### src/rtl/vga_console_tty_engine_if.sv
// Byte-input and text-buffer port bundle for the VGA console TTY engine.
//   in_valid/in_ready/in_char/in_color : byte stream into the engine
//   wr_en/wr_addr/wr_char/wr_color     : buffer write port (engine drives)
//   rd_addr/rd_char/rd_color           : combinational buffer read port
// master = byte source plus text buffer; slave = the TTY engine.
interface vga_console_tty_engine_if #(
   parameter int ADDR_W = 5
);
   logic              in_valid;
   logic              in_ready;
   logic [7:0]        in_char;
   logic [2:0]        in_color;
   logic              wr_en;
   logic [ADDR_W-1:0] wr_addr;
   logic [6:0]        wr_char;
   logic [2:0]        wr_color;
   logic [ADDR_W-1:0] rd_addr;
   logic [6:0]        rd_char;
   logic [2:0]        rd_color;

   modport master (
      output in_valid, in_char, in_color, rd_char, rd_color,
      input  in_ready, wr_en, wr_addr, wr_char, wr_color, rd_addr
   );

   modport slave (
      input  in_valid, in_char, in_color, rd_char, rd_color,
      output in_ready, wr_en, wr_addr, wr_char, wr_color, rd_addr
   );
endinterface

### src/rtl/vga_console_tty_engine.sv
// Character-stream front end for the VGA text console: turns a byte stream
// into text-buffer writes, tracking the cursor and handling CR/LF/BS/FF,
// scroll-up and full clear.
// Ports:
//   clk, rst_n      clock, synchronous active-low reset
//   bus (slave)     byte input, buffer write port, buffer read-back port
//   cur_row/cur_col cursor position
//   busy            FSM not idle or byte FIFO non-empty
// Build option: define TTY_AUTOWRAP_EN to wrap the cursor to the next row
// (scrolling on the last row) after a printable lands in the last column.
//
// state  | meaning
// IDLE   | pop one byte per cycle from the FIFO and decode it
// SCROLL | copy rows 1..N-1 up one row, then blank the last row
// CLEAR  | write blank/DEFAULT_COLOR to every cell
module vga_console_tty_engine #(
   parameter int         NUM_ROWS      = 3,
   parameter int         NUM_COLS      = 10,
   parameter int         FIFO_DEPTH    = 4,
   parameter logic [2:0] DEFAULT_COLOR = 3'b010,
   localparam int NUM_CHARS = NUM_ROWS * NUM_COLS,
   localparam int A_W       = (NUM_CHARS > 1) ? $clog2(NUM_CHARS) : 1,
   localparam int ROW_W     = (NUM_ROWS > 1) ? $clog2(NUM_ROWS) : 1,
   localparam int COL_W     = (NUM_COLS > 1) ? $clog2(NUM_COLS) : 1
) (
   input  logic                  clk,
   input  logic                  rst_n,
   vga_console_tty_engine_if.slave bus,
   output logic [ROW_W-1:0]      cur_row,
   output logic [COL_W-1:0]      cur_col,
   output logic                  busy
);

   localparam int PTR_W = $clog2(FIFO_DEPTH);
   localparam logic [A_W-1:0]   LAST_IDX = A_W'(NUM_CHARS - 1);
   localparam logic [A_W-1:0]   COPY_N   = A_W'(NUM_CHARS - NUM_COLS);
   localparam logic [A_W-1:0]   COLS_A   = A_W'(NUM_COLS);
   localparam logic [ROW_W-1:0] LAST_ROW = ROW_W'(NUM_ROWS - 1);
   localparam logic [COL_W-1:0] LAST_COL = COL_W'(NUM_COLS - 1);
   localparam logic [6:0]       BLANK    = 7'h20;

   typedef enum logic [1:0] {ST_IDLE, ST_SCROLL, ST_CLEAR} state_t;

   state_t          state;
   logic [A_W-1:0]  idx;
   logic            wr_en;
   logic [A_W-1:0]  wr_addr;
   logic [6:0]      wr_char;
   logic [2:0]      wr_color;

   // FIFO with one extra pointer bit to tell full from empty
   logic [10:0]     fifo_mem [FIFO_DEPTH];
   logic [PTR_W:0]  wr_ptr;
   logic [PTR_W:0]  rd_ptr;
   logic            fifo_empty;
   logic            fifo_full;
   logic            push;
   logic [7:0]      head_char;
   logic [2:0]      head_color;
   logic [A_W-1:0]  cur_addr;
   logic            in_copy;

   assign fifo_empty = (wr_ptr == rd_ptr);
   assign fifo_full  = (wr_ptr[PTR_W] != rd_ptr[PTR_W]) &&
                       (wr_ptr[PTR_W-1:0] == rd_ptr[PTR_W-1:0]);
   assign push       = bus.in_valid && !fifo_full;
   assign head_char  = fifo_mem[rd_ptr[PTR_W-1:0]][10:3];
   assign head_color = fifo_mem[rd_ptr[PTR_W-1:0]][2:0];
   assign cur_addr   = A_W'(cur_row) * COLS_A + A_W'(cur_col);
   assign in_copy    = (state == ST_SCROLL) && (idx < COPY_N);

   assign bus.in_ready = !fifo_full;
   assign bus.wr_en    = wr_en;
   assign bus.wr_addr  = wr_addr;
   assign bus.wr_char  = wr_char;
   assign bus.wr_color = wr_color;
   // scroll source is one row below the destination
   assign bus.rd_addr  = in_copy ? idx + COLS_A : '0;
   assign busy         = (state != ST_IDLE) || !fifo_empty;

   always_ff @(posedge clk) begin
      if (push) fifo_mem[wr_ptr[PTR_W-1:0]] <= {bus.in_char, bus.in_color};
   end

   always_ff @(posedge clk) begin
      if (!rst_n) begin
         state    <= ST_CLEAR;
         idx      <= '0;
         cur_row  <= '0;
         cur_col  <= '0;
         wr_en    <= 1'b0;
         wr_addr  <= '0;
         wr_char  <= BLANK;
         wr_color <= DEFAULT_COLOR;
         wr_ptr   <= '0;
         rd_ptr   <= '0;
      end else begin
         if (push) wr_ptr <= wr_ptr + 1'b1;
         wr_en <= 1'b0;
         case (state)
            ST_IDLE: begin
               if (!fifo_empty) begin
                  rd_ptr <= rd_ptr + 1'b1;
                  if (head_char >= 8'h20 && head_char <= 8'h7E) begin
                     wr_en    <= 1'b1;
                     wr_addr  <= cur_addr;
                     wr_char  <= head_char[6:0];
                     wr_color <= head_color;
                     if (cur_col != LAST_COL) begin
                        cur_col <= cur_col + 1'b1;
                     end
`ifdef TTY_AUTOWRAP_EN
                     else begin
                        cur_col <= '0;
                        if (cur_row != LAST_ROW) begin
                           cur_row <= cur_row + 1'b1;
                        end else begin
                           state <= ST_SCROLL;
                           idx   <= '0;
                        end
                     end
`endif
                  end else begin
                     case (head_char)
                        8'h0A: begin
                           cur_col <= '0;
                           if (cur_row != LAST_ROW) begin
                              cur_row <= cur_row + 1'b1;
                           end else begin
                              state <= ST_SCROLL;
                              idx   <= '0;
                           end
                        end
                        8'h0D: cur_col <= '0;
                        8'h08: if (cur_col != '0) cur_col <= cur_col - 1'b1;
                        8'h0C: begin
                           state   <= ST_CLEAR;
                           idx     <= '0;
                           cur_row <= '0;
                           cur_col <= '0;
                        end
                        default: ;
                     endcase
                  end
               end
            end
            ST_SCROLL: begin
               wr_en   <= 1'b1;
               wr_addr <= idx;
               if (in_copy) begin
                  wr_char  <= bus.rd_char;
                  wr_color <= bus.rd_color;
               end else begin
                  wr_char  <= BLANK;
                  wr_color <= DEFAULT_COLOR;
               end
               if (idx == LAST_IDX) begin
                  state   <= ST_IDLE;
                  idx     <= '0;
                  cur_row <= LAST_ROW;
                  cur_col <= '0;
               end else begin
                  idx <= idx + 1'b1;
               end
            end
            ST_CLEAR: begin
               wr_en    <= 1'b1;
               wr_addr  <= idx;
               wr_char  <= BLANK;
               wr_color <= DEFAULT_COLOR;
               if (idx == LAST_IDX) begin
                  state <= ST_IDLE;
                  idx   <= '0;
               end else begin
                  idx <= idx + 1'b1;
               end
            end
            default: state <= ST_IDLE;
         endcase
      end
   end

endmodule

### src/flat_wrapper.sv
// flat-port wrapper written by rule: the top's interface ports become plain ports
module vga_console_tty_engine_flat 
#(
   parameter int         NUM_ROWS      = 3,
   parameter int         NUM_COLS      = 10,
   parameter int         FIFO_DEPTH    = 4,
   parameter logic [2:0] DEFAULT_COLOR = 3'b010,
   localparam int NUM_CHARS = NUM_ROWS * NUM_COLS,
   localparam int A_W       = (NUM_CHARS > 1) ? $clog2(NUM_CHARS) : 1,
   localparam int ROW_W     = (NUM_ROWS > 1) ? $clog2(NUM_ROWS) : 1,
   localparam int COL_W     = (NUM_COLS > 1) ? $clog2(NUM_COLS) : 1
)
  (clk, rst_n, cur_row, cur_col, busy, bus_in_valid, bus_in_char, bus_in_color, bus_rd_char, bus_rd_color, bus_in_ready, bus_wr_en, bus_wr_addr, bus_wr_char, bus_wr_color, bus_rd_addr);
  vga_console_tty_engine_if #(.ADDR_W(5)) bus_i ();
  input  logic clk;
  input  logic rst_n;
  output logic [ROW_W-1:0] cur_row;
  output logic [COL_W-1:0] cur_col;
  output logic busy;
  input wire logic [$bits(bus_i.in_valid)-1:0] bus_in_valid;
  input wire logic [$bits(bus_i.in_char)-1:0] bus_in_char;
  input wire logic [$bits(bus_i.in_color)-1:0] bus_in_color;
  input wire logic [$bits(bus_i.rd_char)-1:0] bus_rd_char;
  input wire logic [$bits(bus_i.rd_color)-1:0] bus_rd_color;
  output wire logic [$bits(bus_i.in_ready)-1:0] bus_in_ready;
  output wire logic [$bits(bus_i.wr_en)-1:0] bus_wr_en;
  output wire logic [$bits(bus_i.wr_addr)-1:0] bus_wr_addr;
  output wire logic [$bits(bus_i.wr_char)-1:0] bus_wr_char;
  output wire logic [$bits(bus_i.wr_color)-1:0] bus_wr_color;
  output wire logic [$bits(bus_i.rd_addr)-1:0] bus_rd_addr;
  assign bus_i.in_valid = bus_in_valid;
  assign bus_i.in_char = bus_in_char;
  assign bus_i.in_color = bus_in_color;
  assign bus_i.rd_char = bus_rd_char;
  assign bus_i.rd_color = bus_rd_color;
  assign bus_in_ready = bus_i.in_ready;
  assign bus_wr_en = bus_i.wr_en;
  assign bus_wr_addr = bus_i.wr_addr;
  assign bus_wr_char = bus_i.wr_char;
  assign bus_wr_color = bus_i.wr_color;
  assign bus_rd_addr = bus_i.rd_addr;
  vga_console_tty_engine #(.NUM_ROWS(NUM_ROWS), .NUM_COLS(NUM_COLS), .FIFO_DEPTH(FIFO_DEPTH), .DEFAULT_COLOR(DEFAULT_COLOR)) u_core (.clk(clk), .rst_n(rst_n), .bus(bus_i), .cur_row(cur_row), .cur_col(cur_col), .busy(busy));
endmodule
### config.mk
export PLATFORM = sky130hd
export DESIGN_NAME = vga_console_tty_engine_flat
export DESIGN_NICKNAME = d
export VERILOG_FILES = /design/src/rtl/vga_console_tty_engine_if.sv /design/src/rtl/vga_console_tty_engine.sv /design/src/flat_wrapper.sv
export SDC_FILE = /design/constraint.sdc
export NUM_CORES = 1
export LEC_CHECK = 0
export ABC_AREA = 0
export CAP_MARGIN = 20
export CORE_AREA = 2 2 93 95
export CTS_BUF_LIST = sky130_fd_sc_hd__clkbuf_2 sky130_fd_sc_hd__clkbuf_4 sky130_fd_sc_hd__clkbuf_8
export DETAILED_ROUTE_END_ITERATION = 16
export DIE_AREA = 0 0 95 97
export HOLD_SLACK_MARGIN = 0.1
export PLACE_DENSITY = 0.72
export RECOVER_POWER = 50
export SLEW_MARGIN = 20
export SYNTH_ARGS = -nofsm -noshare
export SYNTH_HDL_FRONTEND = slang
export SYNTH_SLANG_ARGS = --single-unit
### constraint.sdc
create_clock -name clk -period 3.1 [get_ports clk]
set_clock_uncertainty 0.15 [all_clocks]
set_input_delay 0.465 -clock clk [delete_from_list [all_inputs] [get_ports clk]]
set_output_delay 0.465 -clock clk [all_outputs]
set_load 0.05 [all_outputs]
==> flow_summary.yaml <==
global_route:
  met1_usage: 0.240
  grt_max_degree: 21
  grt_util_met3: 0.0498
  antenna_found_initial: 0
  use_met2: 0.333
  grt-busiest-layer: "met2"
  grt_pass1_vias: 2830
  gr-usage-all-layers: 0.194
  grt_overflow: 0
  grt_pass1_wl_um: 13800
floorplan:
  core_mm2: 0.00813
  dieArea_mm2: 0.00922
  initial_core_util: 0.491
  fp.dieW_um: 95
  rows: 33
  pin_count: 53
  die_y_um: 97
cells_and_area:
  final_area_mm2: 0.00483
  n_fill_cell: 662
  nets: 439
  post-route-util: 0.593
  drive_above_1_share: 0.110
  syn_to_final_growth_pct: 20.8
  num_antenna_cells: 0
detailed_routing:
  viasPerCell: 5.49
  drt-initial-drc-count: 105
  first_pass_iters: 4
  wirelength_um: 8200
  drcViolationCount: 0
  vias: 2766
  final_antenna_net_count: 0
  drt-wirelength-per-cell_um: 16.3
worst_setup_path:
  r2r.worst_path.cells: 8
  rr_endpoint: "u_core.bus.wr_char[5]$_SDFFE_PN1P_"
  crit_path_end: "bus_rd_addr[3]"
  r2r_slack_ns: 0.31
  path_class: "reg -> out"
  cp-start-kind: "flip-flop"
  crit_fanout: 12
  critPathArrivalTime_ns: 2.26
  endpoint_kind: "primary output"
  critPathLaunch: "u_core.state[1]$_SDFFE_PN1P_"
  required_ns: 2.48
sta:
  hold_violations: 0
  rsz0062_at_grt: "false"
  worst_pin_slew_ns: 0.672
  timing.fmax_ghz: 0.348
  hold_ws_ns: 0.350
  slew_headroom: 0.552
  finalCriticalPeriod_ns: 2.87
  maxSlewViolCount: 0
  fin_setup_tns_ns: 0
  setup_viol: 0
  finalCritPeriodShare: 0.927
clock_tree:
  cts_resized: 0
  post_cts_buffers: 0
  cts_made_buffers: 9
  htree_levels: 3
  clock_sinks: 81
  insertion_delay_ns: 0.36
  clockBufferDepth: 2
  clock-root-buffer: "clkbuf_8"
  holdBufCountCts: 0
  path_clk_slew_ns: 0.08
  cts_tree: "built"
synthesis:
  synth_compound_area_frac: 0.107
  syn_area_mm2: 0.00400
  syn_inst: 340
  yosys.area_share.simple: 0.153
  synth.mux.area_fraction: 0.0961
  synth_xor_xnor_area_share: 0.0263
  async_reset_ff_frac: 0
  yosys_warnings: 0
  synth_seq_area_share: 0.516
  avgSynthCellArea_um2: 11.8
  synth-seq-cells: 81
  synth_edf_count: 44
  synth_fa_ha_area_frac: 0.0676
  yosysUniqueCellTypes: 55
  ys.flop_type: "edfxtp_1"
  synth_top_family_by_area: "simple AND/OR/NAND/NOR gates"
  synth_fp_nets: 385
placed_design:
  place_congestion: 0.794
  portBuffers: 52
  hpwl_um: 5940
  place_area_mm2: 0.00462
pwr:
  leakage_nw: 1.81
  power_density_mw_per_mm2: 685
  power.total_w: 0.00330
  irDropWorstVdd_mv: 0.369
hold_path:
  hold_class: "reg -> reg"
job:
  drv_cap: 0
status:
  status: "complete, no violations"
-- per-layer routing --
metal | up-vias | wire length [um] | part of all wire
met2 | 58 | 4240 | 0.52
met1 | 1346 | 3610 | 0.44
li1 | 1357 | - | -
met3 | 5 | 295 | 0.036
met5 | - | 0 | 0
met4 | 0 | 61 | 0.0074
-- Yosys cell counts (3+ instances only) --
| master | number | area [um^2] |
|---|---|---|
| nand2b_1 | 11 | 68.8 |
| xnor2_1 | 8 | 70.1 |
| o22ai_1 | 3 | 18.8 |
| a21o_1 | 3 | 22.5 |
| and3_1 | 9 | 56.3 |
| nand4b_1 | 3 | 26.3 |
| a21oi_1 | 9 | 45.0 |
| edfxtp_1 | 44 | 1320 |
| nor3_1 | 5 | 25.0 |
| mux4_2 | 7 | 158 |
| inv_1 | 14 | 52.6 |
| nor2_1 | 39 | 146 |
| nand2_1 | 19 | 71.3 |
| mux2i_1 | 11 | 110 |
| mux4_1 | 4 | 105 |
| ha_1 | 20 | 250 |
| and2_1 | 4 | 25.0 |
| xor2_1 | 4 | 35.0 |
| or2b_1 | 3 | 22.5 |
| a311oi_1 | 5 | 43.8 |
| a311oi_2 | 4 | 60.1 |
| dfxtp_1 | 37 | 741 |
| o21ai_0 | 8 | 40.0 |
| clkbuf_1 | 12 | 45.0 |
| nand3_1 | 14 | 70.1 |
| o21a_1 | 4 | 30.0 |
-- power breakdown --
group | leakage (nW) | total [W] | internal, W | switching [W]
combinational | 0.996 | 0.00116 | 0.000458 | 0.000700
clock | 0.105 | 0.000795 | 0.000391 | 0.000404
sequential | 0.704 | 0.00135 | 0.00125 | 0.000102
-- worst max-delay path: stages (launching register included) --
cell and delay, ns:
dfxtp_1 0.34, inv_1 0.11, ha_1 0.41, nand2_1 0.12, nor2_1 0.12, clkdlybuf4s50_1 0.80
-- flip-flops by register name, indices dropped and copies added, names as in the netlist, named ones only --
signal	flops
u_core.fifo_mem	44
u_core.bus.wr_char	7
u_core.bus.wr_addr	5
u_core.idx	5
u_core.cur_col	4
u_core.bus.wr_color	3
u_core.rd_ptr	3
u_core.wr_ptr	3
u_core.cur_row	2
u_core.state	2
u_core.bus.wr_en	1
-- per-stage QoR --
step | std cells | setup slack (ns)
floorplan | 340 | 0.494
global placement | 488 | 0.341
detailed placement | 488 | 0.298
CTS | 504 | 0.140
global route | 504 | 0.0735
finish | 504 | 0.226
-- area by class of cell --
cell class,count,area [um^2],area share
flip-flops and latches,81,2060,0.427
multi-input cells,229,1800,0.373
repair buffers,59,573,0.119
clock buffers,10,131,0.0272
well taps,105,131,0.0272
clock inverters,6,73.8,0.0153
inverters,14,52.6,0.0109
-- how the worst min path moves through the flow --
| stage | from | end | slack, ns | cells after the start |
|---|---|---|---|---|
| final | u_core.bus.wr_color[1]$_SDFFE_PN1P_ | u_core.bus.wr_color[1]$_SDFFE_PN1P_ | 0.35 | 2 |
| after global routing | u_core.bus.wr_color[1]$_SDFFE_PN1P_ | u_core.bus.wr_color[1]$_SDFFE_PN1P_ | 0.38 | 2 |
| after CTS | u_core.bus.wr_color[1]$_SDFFE_PN1P_ | u_core.bus.wr_color[1]$_SDFFE_PN1P_ | 0.36 | 2 |
| after detailed placement | u_core.bus.wr_color[1]$_SDFFE_PN1P_ | u_core.bus.wr_color[1]$_SDFFE_PN1P_ | 0.34 | 2 |
| after global placement | u_core.bus.wr_char[5]$_SDFFE_PN1P_ | u_core.bus.wr_char[5]$_SDFFE_PN1P_ | 0.32 | 2 |
| after floorplan | u_core.rd_ptr[1]$_SDFFE_PN0P_ | flip-flop | 0.33 | 2 |
-- cells in the final DEF (no fill, tap or decap), drive strengths merged, types with 11 or more instances in the layout --
master / instances
clkdlybuf4s50: 41
dfxtp: 37
dlygate4sd3: 11
edfxtp: 44
ha: 20
inv: 16
mux2i: 11
mux4: 11
nand2: 19
nand2b: 11
nand3: 14
nor2: 42
-- kinds of logic after synthesis --
family          Yosys count
fa+ha+maj                21
compound gates           52
xor+xnor                 12
mux                      23
simple gates            121
flops                    81
buf+inv                  30
Note: power is estimated with default switching activity, not from simulation.
